**src/rtl/karat_core_arbiter.sv**
```systemverilog
// Round-robin arbiter that shares one Karatsuba multiplier core between NREQ requesters.
// It latches the winner's operand addresses, sequences the core's reset/run handshake and enforces a watchdog.
//
// state   | meaning
// --------+-------------------------------------------------------------
// IDLE    | no owner; arbitrate among req, latch winner and its addresses
// GRANT   | owner granted, core held in reset while addresses settle
// RUN     | core released; wait for karatDone or watchdog expiry
// DONE    | one-cycle done pulse to owner, advance round-robin pointer
// ABORT   | one-cycle abort pulse to owner, advance round-robin pointer
module karat_core_arbiter #(
    parameter int NREQ    = 2,
    parameter int ADDR_W  = 2,
    parameter int MAX_CYC = 255
) (
    input  logic                   clk,
    input  logic                   rst,
    input  logic [NREQ-1:0]        req,
    input  logic [NREQ*ADDR_W-1:0] req_addra,
    input  logic [NREQ*ADDR_W-1:0] req_addrb,
    output logic [NREQ-1:0]        gnt,
    output logic [NREQ-1:0]        done,
    output logic [NREQ-1:0]        abort,
    output logic [ADDR_W-1:0]      addra,
    output logic [ADDR_W-1:0]      addrb,
    output logic                   karatRst,
    input  logic                   karatDone,
    output logic                   busy
);

    localparam int IDX_W = $clog2(NREQ);
    localparam int WD_W  = $clog2(MAX_CYC + 1);
    localparam logic [WD_W-1:0] WD_LAST = WD_W'(MAX_CYC - 1);

    typedef enum logic [2:0] {
        ST_IDLE,
        ST_GRANT,
        ST_RUN,
        ST_DONE,
        ST_ABORT
    } state_t;

    state_t            state, state_nxt;
    logic [NREQ-1:0]   gnt_nxt;
    logic [IDX_W-1:0]  owner, owner_nxt;
    logic [IDX_W-1:0]  ptr, ptr_nxt;
    logic [ADDR_W-1:0] addra_nxt, addrb_nxt;
    logic [WD_W-1:0]   wd, wd_nxt;

    logic              pick_vld;
    logic [IDX_W-1:0]  pick_idx;
    logic [IDX_W-1:0]  cand;

    // Scan offsets from the far end back toward ptr so the closest set bit wins.
    always_comb begin
        pick_vld = 1'b0;
        pick_idx = '0;
        cand     = '0;
        for (int i = NREQ - 1; i >= 0; i--) begin
            cand = IDX_W'((int'(ptr) + i) % NREQ);
            if (req[cand]) begin
                pick_vld = 1'b1;
                pick_idx = cand;
            end
        end
    end

    always_comb begin
        state_nxt = state;
        gnt_nxt   = gnt;
        owner_nxt = owner;
        ptr_nxt   = ptr;
        addra_nxt = addra;
        addrb_nxt = addrb;
        wd_nxt    = wd;
        case (state)
            ST_IDLE: begin
                if (pick_vld) begin
                    gnt_nxt           = '0;
                    gnt_nxt[pick_idx] = 1'b1;
                    owner_nxt         = pick_idx;
                    addra_nxt         = req_addra[int'(pick_idx)*ADDR_W +: ADDR_W];
                    addrb_nxt         = req_addrb[int'(pick_idx)*ADDR_W +: ADDR_W];
                    state_nxt         = ST_GRANT;
                end
            end
            ST_GRANT: begin
                wd_nxt    = '0;
                state_nxt = ST_RUN;
            end
            ST_RUN: begin
                wd_nxt = wd + 1'b1;
                // Completion wins over a timeout landing on the same cycle.
                if (karatDone) begin
                    state_nxt = ST_DONE;
                end else if (wd == WD_LAST) begin
                    state_nxt = ST_ABORT;
                end
            end
            ST_DONE, ST_ABORT: begin
                gnt_nxt   = '0;
                ptr_nxt   = IDX_W'((int'(owner) + 1) % NREQ);
                state_nxt = ST_IDLE;
            end
            default: begin
                gnt_nxt   = '0;
                state_nxt = ST_IDLE;
            end
        endcase
    end

    always_ff @(posedge clk) begin
        if (rst) begin
            state <= ST_IDLE;
            gnt   <= '0;
            owner <= '0;
            ptr   <= '0;
            addra <= '0;
            addrb <= '0;
            wd    <= '0;
        end else begin
            state <= state_nxt;
            gnt   <= gnt_nxt;
            owner <= owner_nxt;
            ptr   <= ptr_nxt;
            addra <= addra_nxt;
            addrb <= addrb_nxt;
            wd    <= wd_nxt;
        end
    end

    assign done     = (state == ST_DONE)  ? gnt : '0;
    assign abort    = (state == ST_ABORT) ? gnt : '0;
    assign karatRst = (state != ST_RUN);
    assign busy     = (state != ST_IDLE);

endmodule

```
**config.mk**
```make
export PLATFORM = sky130hd
export DESIGN_NAME = karat_core_arbiter
export DESIGN_NICKNAME = d
export VERILOG_FILES = /design/src/rtl/karat_core_arbiter.sv
export SDC_FILE = /design/constraint.sdc
export NUM_CORES = 1
export LEC_CHECK = 0
export BUFFER_PORTS_ARGS = -buffer_cell sky130_fd_sc_hd__buf_2
export CORE_MARGIN = 1
export CORE_UTILIZATION = 40
export CTS_CLUSTER_DIAMETER = 150
export DETAILED_ROUTE_END_ITERATION = 16
export PLACE_DENSITY = 0.6
export SLEW_MARGIN = 20
export SYNTH_ARGS = -nofsm -noshare
export SYNTH_HDL_FRONTEND = slang
export SYNTH_SLANG_ARGS = --single-unit
```
**constraint.sdc**
```tcl
create_clock -name clk -period 3.2 [get_ports clk]
set_input_delay 0.16 -clock clk [delete_from_list [all_inputs] [get_ports clk]]
set_output_delay 0.16 -clock clk [all_outputs]
set_load 0.01 [all_outputs]
```
**Word level (Yosys, flattened, before mapping)**

Index checks and enable logic that the tools add are counted.
Widths: inputs -> output; s select.

- Add/subtract/negate cells: 3
- $lt $le $gt $ge: 4
- Equality and inequality tests: 8
- Shift-type cells: 2
- Mux-type cells: 19
- Bitwise gates (word level): 1
- Reduce and logical (&&, ||, !) cells: 9

Operator list:

| cell | number |
|---|---|
| $pmux 8 s2 | 1 |
| $mux 1 | 9 |
| $mux 3 | 3 |
| $pmux 3 s3 | 1 |
| $add 8x1->8 const B | 1 |
| $eq 8x8->1 const B | 1 |
| $shiftx 4x3->2 | 2 |
| $eq 3x2->1 const B | 2 |
| $lt 1x2->1 const B | 3 |
| $mux 2 | 3 |
| $reduce_and 2->1 | 3 |
| $pmux 2 s2 | 1 |
| $reduce_or 2->1 | 2 |
| $eq 3x1->1 const B | 1 |
| $eq 3x3->1 const B | 1 |
| $logic_not 3->1 | 1 |
| $ne 3x2->1 const B | 1 |
| $ne 3x3->1 const B | 1 |
| $reduce_bool 3->1 | 1 |
| $add 1x1->1 const B | 2 |
| $ne 2x2->1 const B | 1 |
| $reduce_bool 2->1 | 1 |
| $demux 1 s1 | 1 |
| $ge 1x1->1 const B | 1 |
| 2 further kinds | 2 |

- Flip-flop bits (word level): 19
- Bits of input ports: 13
- Output and inout bits: 12
- Word-level logic and storage cells: 53

**Depth between registers and ports, before layout**

Gate-level depths: netlist of the first run.

- Word-level depth: 11
- Depth in mapped cells: 5
- Gate-level depth less buffers: 5

**Worst setup path before layout of the first run**

No wires, ideal clock.

- Kind: register to register
- From: register state[2]
- To: register wd[5]
- Library setup time: 0.074 ns
- Arrival: 1.550 ns
- Required time: 3.126 ns
- Path slack: 1.576 ns
- Stages on the path, launching flop included: 6
- Buffers on the path: 1
- Period minus slack after synthesis: 1.624 ns
- Cells stage by stage: dfxtp_1 -> clkbuf_1 -> nor3b_4 -> inv_2 -> or4_1 -> a31oi_1

- Longest elaborated chain between the ends: 2
- Elaborated cells between the ends (all ways): 4
- Those cells by class: eq/ne: 2; mux: 1; reduce/logical: 1

RTL lines:

| item | RTL line | RTL |
|---|---|---|
| from (decl) | 43 | `state_t state, state_nxt;` |
| from (signal assigned) | 122 | `state <= state_nxt;` |
| $eq 3x2->1 or $eq 3x1->1 (tied branches) | 76 | `case (state)` |
| $pmux 8 s2 or $reduce_bool 2->1 (tied branches) | - |  |
| to (signal assigned) | 128 | `wd <= wd_nxt;` |
| to (decl) | 48 | `logic [WD_W-1:0] wd, wd_nxt;` |

Parallel ways exist; a longest one is shown, timed or not.
A chain may end at the register's enable or synchronous reset.

**Worst setup path after layout of the first run**

- From: register state[1]
- To: register wd[5]

The elaborated chain is that of the path after synthesis.

==> results.toml, run 1 <==
[power]
seqPwrFrac = 0.551
pwr-share-clk = 0.255
p_int_uw = 339.2
power_density_mw_per_mm2 = 418.1
switching_share = 0.3089
leakagePower_uw = 0.0004519
irDropWorstVdd_v = 0.0002582
p_total_uw = 490.7
p_sw_uw = 151.6
p_comb_frac = 0.194

[floorplanning]
die_h_microns = 52.65
pin_count = 25
die_area_sq_mm = 0.002772
die_w_microns = 52.65
core_sq_mm = 0.002318
start_util = 0.4425
num_rows = 17

[clock_network]
clock_sinks = 19
cts_resized = 0
cts_root_buf = "clkbuf_4"
postCtsSetupBuffers = 0
hold_buffers = 0
clk_pin_slew_ns = 0.11
tritoncts = "yes"
clk_latency_ns = 0.30
htreeDepth = 1
numCtsBuffers = 3
ctsLongestPathBuffers = 2

[sta]
slew_viol_final = 0
finalCriticalPeriod_ns = 1.954
skew_ns = 0.003716
setup_tns_ns = 0
setup_viol = 0
fmax_mhz = 511.7
rsz0062_at_grt = "no"
hold_viol = 0
period_share = 0.6107
slew-limit-headroom = 0.6001
worst_slew_pin_slew_ns = 0.5991

[drt]
drtAntennaViolNets = 0
wl_microns = 2354
vias_per_cell = 5.762
drtPass1Iterations = 4
drtIter0Drc = 25
routedWlPerCell_microns = 14.01
dr_total_vias = 968
drc = 0

[cells_and_area]
n_fill_cell = 241
drive_gt1_frac = 0.2429
syn2layout_area_growth_pct = 14.39
final_nets = 156
seq_area_sq_um = 380.4
antenna_cells = 0
multi_input_area_sq_um = 595.6

[placement]
portBuffers = 24
gp_congestion = 0.8321
dp_hpwl_microns = 1603

[global_routing]
grt_max_degree = 22
grt_pass1_wl_microns = 3822
gr-usage-all-layers = 0.1909
antenna_found_initial = 0
gr-total-overflow = 0
grt_pass1_vias = 844

[run]
max_cap_viol_count = 0

[worst_setup_path]
timing.rr.end = "wd[5]"
reg2reg_from = "state[1]"
critPathArrivalTime_ns = 2.20
rrSetupSlack_ns = 1.25
end_kind = "flop"
r2r_cells = 4
critPathKind = "flop to flop"
startpoint_type = "flop"
required_ns = 3.44
cp_max_fo = 15

[synthesis]
syn-instance-count = 121
avgSynthCellArea_sq_um = 8.479
yosysWarnings = 0
seq_area_frac_synth = 0.3707
synth_cell_type_count = 36
synthesis.area_sq_mm = 0.001026
ys_seq_elements = 19
synth.net_count = 136

[hold_path]
whs_path_depth = 3
hold_class = "primary input to flop"
min_from = "req_addrb[3]"
worstHoldEndpoint = "addrb[1]"

[status]
outcome = "finished, final reports clean"
## Yosys cell counts (all sizes together)
library cell / instances / share of area
a211oi: 2 / 0.015
nor3b: 5 / 0.048
o21ai: 9 / 0.044
nor4b: 1 / 0.0085
o311ai: 2 / 0.017
nand2: 1 / 0.0037
clkbuf: 7 / 0.026
a21oi: 13 / 0.063
mux2i: 1 / 0.0098
nor2: 7 / 0.026
nor4: 2 / 0.012
nor2b: 4 / 0.024
inv: 4 / 0.015
nand4b: 1 / 0.0085
or3: 2 / 0.012
o211ai: 2 / 0.015
a311oi: 6 / 0.051
nand4: 2 / 0.012
a31oi: 2 / 0.012
mux2: 2 / 0.022
xnor2: 1 / 0.0085
or4: 1 / 0.0073
buf: 2 / 0.0085
nand2b: 5 / 0.030
or2: 1 / 0.0061
o221ai: 1 / 0.0085
and3: 5 / 0.030
nand3b: 5 / 0.037
nand3: 2 / 0.0098
dfxtp: 19 / 0.37
ha: 2 / 0.024
nor3: 2 / 0.015
## kinds of logic after synthesis
group,count (synthesis),share of synthesized area
buffers and inverters,13,0.04877
DFF,19,0.3707
adders and majority gates,2,0.02439
muxes,3,0.03171
xor gates and xnor gates,1,0.008538
and+or+nand+nor,46,0.2902
AOI/OAI and AO/OA,37,0.2256
## placed cells by master (no fill, tap or decap), drive strengths merged, types with 3 or more instances in the layout
cell | synthesis | final
a21oi | 13 | 13
a311oi | 6 | 6
and3 | 5 | 5
buf | 2 | 24
clkbuf | 7 | 3
dfxtp | 19 | 19
inv | 4 | 4
nand2b | 5 | 5
nand3b | 5 | 5
nor2 | 7 | 7
nor2b | 4 | 4
nor3b | 5 | 5
o21ai | 9 | 9
## power by group through the flow
stage	sequential, uW	combinational, uW	clock (uW)
3_5_place_dp	276	94.9	0
6_report	271	95.1	125
5_1_grt	274	105	140
3_3_place_gp	275	93.5	0
2_1_floorplan	270	67.7	0
4_1_cts	270	95.9	131
## cell type report
cell class | count | share of cell area
clock buffer | 3 | 0.01919
clock inverter | 1 | 0.004264
inverter | 4 | 0.01279
multi-input combinational | 89 | 0.5075
sequential | 19 | 0.3241
tap | 28 | 0.02985
timing repair buffer | 24 | 0.1023
## layer usage
layer	wire length, microns	track usage	vias up
met5	0	0	-
met4	17	0.09211	0
met3	45	0.02609	2
met2	1077	0.2658	11
met1	1214	0.2827	459
li1	-	-	496
## worst max-delay path, cell delays in order, from the launching register on
cell and delay (ns):
dfxtp_1 0.64, nor3b_4 0.46, inv_2 0.12, or4_1 0.51, a31oi_1 0.16
## worst max-delay path by stage
stage | startpoint | to | slack [ns]
final | state[1] | wd[5] | 1.25
after global routing | state[1] | wd[5] | 1.06
after CTS | state[1] | wd[5] | 1.25
after detailed placement | state[1] | wd[5] | 1.27
after global placement | state[1] | wd[5] | 1.32
after floorplan | state[2] | wd[5] | 1.58
## metrics by stage
step           utilization  worst slack, ns  area (sq um)  instances  hold WS [ns]
5_1_grt             0.5062            1.057          1174        168        0.1408
3_3_place_gp        0.4943            1.324          1146        164        0.4491
6_report            0.5062            1.246          1174        168        0.1333
2_1_floorplan            -            1.576          1026        121        0.3433
4_1_cts             0.5062            1.250          1174        168        0.1240
3_5_place_dp        0.4943            1.268          1146        164        0.4609
## sequential cells by signal, summed over array words and instances (netlist names)
signal,count
wd,8
owner,1
addra,2
state,3
addrb,2
gnt,2
ptr,1
(Power assumes the default switching activity.)
==> run 2, diff against run 1 <==
--- a/config.mk
+++ b/config.mk
@@ -10,7 +10,7 @@
 export CORE_UTILIZATION = 40
 export CTS_CLUSTER_DIAMETER = 150
 export DETAILED_ROUTE_END_ITERATION = 16
-export PLACE_DENSITY = 0.6
+export PLACE_DENSITY = 0.62
 export SLEW_MARGIN = 20
 export SYNTH_ARGS = -nofsm -noshare
 export SYNTH_HDL_FRONTEND = slang
==> constraint.sdc (replaced) <==
create_clock -name clk -period 1.7 [get_ports clk]
set_input_delay 0.085 -clock clk [delete_from_list [all_inputs] [get_ports clk]]
set_output_delay 0.085 -clock clk [all_outputs]
set_load 0.01 [all_outputs]
==> run 2 against run 1 <==
  * Worst setup slack got worse by 1.0 ns
  * Hold slack got worse by 0.087 ns
  * Register-to-register slack got worse by 1.0 ns
  * Combinational power increased by 130%
  * Utilization increased by 2.6 points
  * Clock-buffer cell count unchanged
  * Non-clock buffer count increased by 8
  * Flip-flop and latch count unchanged
  * Critical path depth increased by 1
  * Via count increased by 4.1%
==> results.toml, run 2 (synthesized netlist as in run 1, its figures left out) <==
[cells_and_area]
reg.largest.list = "wd (8), state (3)"
final_cell_mix = "buf_2, dfxtp_1, a21oi_1"
n_fill_cell = 232
multi_input_area_sq_um = 595.6
drive_gt1_frac = 0.2838
seq_area_sq_um = 380.4
fin_cells = 176
antenna_cells = 0
regMostFlops = "wd"
largest_reg_flops = 8
final_common_cell = "buf_2"
syn2layout_area_growth_pct = 20.24
final_nets = 164

[sta]
fmax_mhz = 677.9
rsz0062_at_grt = "no"
hold_viol = 0
period_share = 0.8677
setup_tns_ns = 0
worst_slew_pin_slew_ns = 0.4686
finalCriticalPeriod_ns = 1.475
skew_ns = 0.001124
timing.final.ws_setup_ns = 0.2248
slew_viol_final = 0
slew-limit-headroom = 0.6870
setup_viol = 0

[global_routing]
gr-total-overflow = 0
grt_pass1_wl_microns = 3767
use_met3 = 0.02609
antenna_found_initial = 0
grt_max_degree = 22
busiest_layer = "met2"
grt_pass1_vias = 847
use_met2 = 0.2890
gr-usage-met1 = 0.2496
gr-usage-all-layers = 0.1883

[placement]
portBuffers = 24
dp_slack_ns = 0.2677
gp_congestion = 0.8352
dp_cells = 172
dp_hpwl_microns = 1752

[clock_network]
numCtsBuffers = 3
cts_resized = 0
postCtsSetupBuffers = 0
ctsLongestPathBuffers = 2
cts_root_buf = "clkbuf_4"
hold_buffers = 0
tritoncts = "yes"
clk_latency_ns = 0.30
clk_pin_slew_ns = 0.11
clock_sinks = 19
htreeDepth = 1

[worst_setup_path]
end_kind = "flop"
critPathKind = "flop to flop"
required_ns = 1.95
startpoint_type = "flop"
cp_max_fo = 7
critPathArrivalTime_ns = 1.72

[floorplanning]
die_w_microns = 52.65
start_util = 0.4425
core_sq_mm = 0.002318
die_h_microns = 52.65
die_area_sq_mm = 0.002772
num_rows = 17
pin_count = 25

[hold_path]
hold_class = "primary input to flop"

[drt]
vias_per_cell = 5.727
dr_total_vias = 1008
drtIter0Drc = 15
drc = 0
drtPass1Iterations = 4
wl_microns = 2332
drtAntennaViolNets = 0
routedWlPerCell_microns = 13.25

[power]
power_density_mw_per_mm2 = 765.4
irDropWorstVdd_v = 0.0003450
leakagePower_uw = 0.0004935

[run]
max_cap_viol_count = 0

[status]
outcome = "finished, final reports clean"
==> run 2: path summary, 6_finish.rpt <==
path / start / to / cells past startpoint / slack (ns)
setup reg to reg: state[0] / owner / 5 / 0.22
hold / removal: req_addrb[0] / addrb[0] / 3 / 0.05
setup / recovery: state[0] / owner / 5 / 0.22
hold reg to reg: owner / owner / 2 / 0.52
==> run 2: where the power goes <==
group          internal (uW)  total (uW)  switching (uW)
registers                473         495            22.8
logic                   96.6         214             117
clock network           87.9         235             147
==> run 2: final cells by class <==
cell class,count,area share
inverter,4,0.01217
tap,28,0.02840
sequential,19,0.3083
clock buffer,3,0.01826
clock inverter,1,0.004057
timing repair buffer,32,0.1460
multi-input combinational,89,0.4828
==> run 2: worst max-delay path: stages (launching register included) <==
cell and delay [ns]:
dfxtp_1 0.40, buf_4 0.19, nor3_2 0.21, inv_1 0.11
or3_1 0.38, a21oi_1 0.13
==> run 2: per-stage QoR <==
stage / util / hold slack, ns / area (sq um) / power [uW]
floorplan: - / 0.2683 / 1026 / 634.9
global placement: 0.5202 / 0.3747 / 1206 / 714.6
detailed placement: 0.5202 / 0.3796 / 1206 / 719.3
CTS: 0.5321 / 0.04856 / 1234 / 952.3
global route: 0.5321 / 0.06683 / 1234 / 998.9
finish: 0.5321 / 0.04674 / 1234 / 944.3
==> run 2: metal layers <==
layer  share of wire  vias to the layer above
met5               0                        -
met4           0.020                        0
met3           0.032                        4
met2            0.46                       22
met1            0.49                      472
li1                -                      510
==> run 3, diff against run 2 <==
--- a/config.mk
+++ b/config.mk
@@ -10,7 +10,8 @@
 export CORE_UTILIZATION = 40
 export CTS_CLUSTER_DIAMETER = 150
 export DETAILED_ROUTE_END_ITERATION = 16
-export PLACE_DENSITY = 0.62
+export HOLD_SLACK_MARGIN = 0.08
+export PLACE_DENSITY = 0.69
 export SLEW_MARGIN = 20
 export SYNTH_ARGS = -nofsm -noshare
 export SYNTH_HDL_FRONTEND = slang
==> run 3 against run 2 <==
  * Non-clock buffer count is 5 higher
  * Routed wire length is 12% higher
  * Die area stayed put
  * Critical path type unchanged
  * Combinational power is 5% higher
  * Clock skew hardly changed
  * Largest cell class unchanged
  * Critical path depth is 1 lower
  * Fmax is 3.3% lower
  * Hold slack better by 0.045 ns
  * Power is 2.0% higher
  * Clock power is 3% higher
==> results.toml, run 3 (synthesized netlist as in run 1, its figures left out) <==
[drt]
dr_total_vias = 1049
drtPass1Iterations = 5
routedWlPerCell_microns = 14.43
wl_microns = 2612
vias_per_cell = 5.796
drtAntennaViolNets = 0
drc = 0
drtIter0Drc = 20

[sta]
finalCriticalPeriod_ns = 1.525
timing.final.ws_setup_ns = 0.1752
hold_viol = 0
fmax_mhz = 655.8
skew_ns = 0.001240
slew-limit-headroom = 0.6429
timing.hold.ws_ns = 0.09161
slew_viol_final = 0
period_share = 0.8970
worst_slew_pin_slew_ns = 0.5346
setup_viol = 0
rsz0062_at_grt = "no"
setup_tns_ns = 0

[cells_and_area]
final_common_cell = "buf_2"
regMostFlops = "wd"
fin_cells = 181
syn2layout_area_growth_pct = 25.73
final_nets = 169
reg.largest.list = "wd (8), state (3)"
largest_reg_flops = 8
drive_gt1_frac = 0.2484
final_cell_mix = "buf_2, dfxtp_1, a21oi_1"
antenna_cells = 0

[clock_network]
clock_sinks = 19
cts_resized = 0
htreeDepth = 1
numCtsBuffers = 3
ctsLongestPathBuffers = 2
clk_pin_slew_ns = 0.12
tritoncts = "yes"
clk_latency_ns = 0.30
cts_root_buf = "clkbuf_4"

[global_routing]
gr-usage-all-layers = 0.2097
grt_max_degree = 22
gr-total-overflow = 0
antenna_found_initial = 0
grt_pass1_wl_microns = 4347
grt_pass1_vias = 1015

[worst_setup_path]
r2r_cells = 4
critPathArrivalTime_ns = 1.76
required_ns = 1.93
critPathKind = "flop to flop"
cp_max_fo = 10
reg2reg_from = "state[0]"
timing.rr.end = "wd[5]"
crit_end = "wd[5]"
end_kind = "flop"
startpoint_type = "flop"
cp-startpoint = "state[0]"
rrSetupSlack_ns = 0.18

[floorplanning]
die_area_sq_mm = 0.002772
start_util = 0.4425
die_w_microns = 52.65
core_sq_mm = 0.002318
num_rows = 17
die_h_microns = 52.65
pin_count = 25

[power]
p_total_uw = 963.5
power_density_mw_per_mm2 = 746.9
leakagePower_uw = 0.0005084
irDropWorstVdd_v = 0.0004407

[run]
max_cap_viol_count = 0

[placement]
gp_congestion = 0.8247
dp_hpwl_microns = 1768
dp_cells = 169
dp_slack_ns = 0.2034
portBuffers = 24

[status]
outcome = "finished, final reports clean"

[hold_path]
hold_class = "primary input to flop"
[run 3: how the worst min path moves through the flow]
stage | start | endpoint | depth (start not counted)
finish | karatDone | state[2] | 3
global placement | req_addrb[1] | addrb[1] | 3
floorplan | req_addra[0] | addra[0] | 2
global route | karatDone | state[0] | 3
CTS | karatDone | state[2] | 3
detailed placement | req_addra[1] | addra[1] | 3
[run 3: what timing repair did]
action | CTS | global route
setup endpoints to repair | 0 | 0
endpoints found under the hold margin | 4 | 0
hold buffers | 8 | 0
buffers inserted | 0 | 0
[run 3: metal layers]
| layer | global-route usage | part of all wire | vias to the layer above |
|---|---|---|---|
| li1 | - | - | 519 |
| met2 | 0.3608 | 0.49 | 45 |
| met5 | 0 | 0 | - |
| met1 | 0.2591 | 0.45 | 475 |
| met4 | 0.07895 | 0.014 | 0 |
| met3 | 0.03188 | 0.042 | 10 |
[run 3: area by class of cell]
cell class                      instances  area [sq um]
Tap cell                               28         35.03
Inverter                                4         15.01
Timing Repair Buffer                   37         237.7
Fill cell                             224          1028
Clock buffer                            4         26.28
Sequential cell                        19         380.4
Multi-Input combinational cell         89         595.6
[run 3: per-stage QoR]
| stage | instance area [sq um] | utilization |
|---|---|---|
| after global placement | 1184 | 0.5105 |
| after global routing | 1290 | 0.5564 |
| after detailed placement | 1184 | 0.5105 |
| after floorplan | 1026 | - |
| after CTS | 1290 | 0.5564 |
| final | 1290 | 0.5564 |
[run 3: report_power, final]
| part | internal, uW | total (uW) | switching [uW] | leakage, uW |
|---|---|---|---|---|
| registers | 473 | 498 | 25.5 | 0.000155 |
| logic | 103 | 225 | 122 | 0.000338 |
| clock network | 91.3 | 241 | 150 | 0.0000150 |
| total | 667 | 963 | 297 | 0.000508 |
[run 3: worst max-delay path, cell delays in order (launching register included)]
cell	delay, ns
dfxtp_1	0.44
nor3b_4	0.26
inv_2	0.09
or4_1	0.51
a31oi_1	0.17
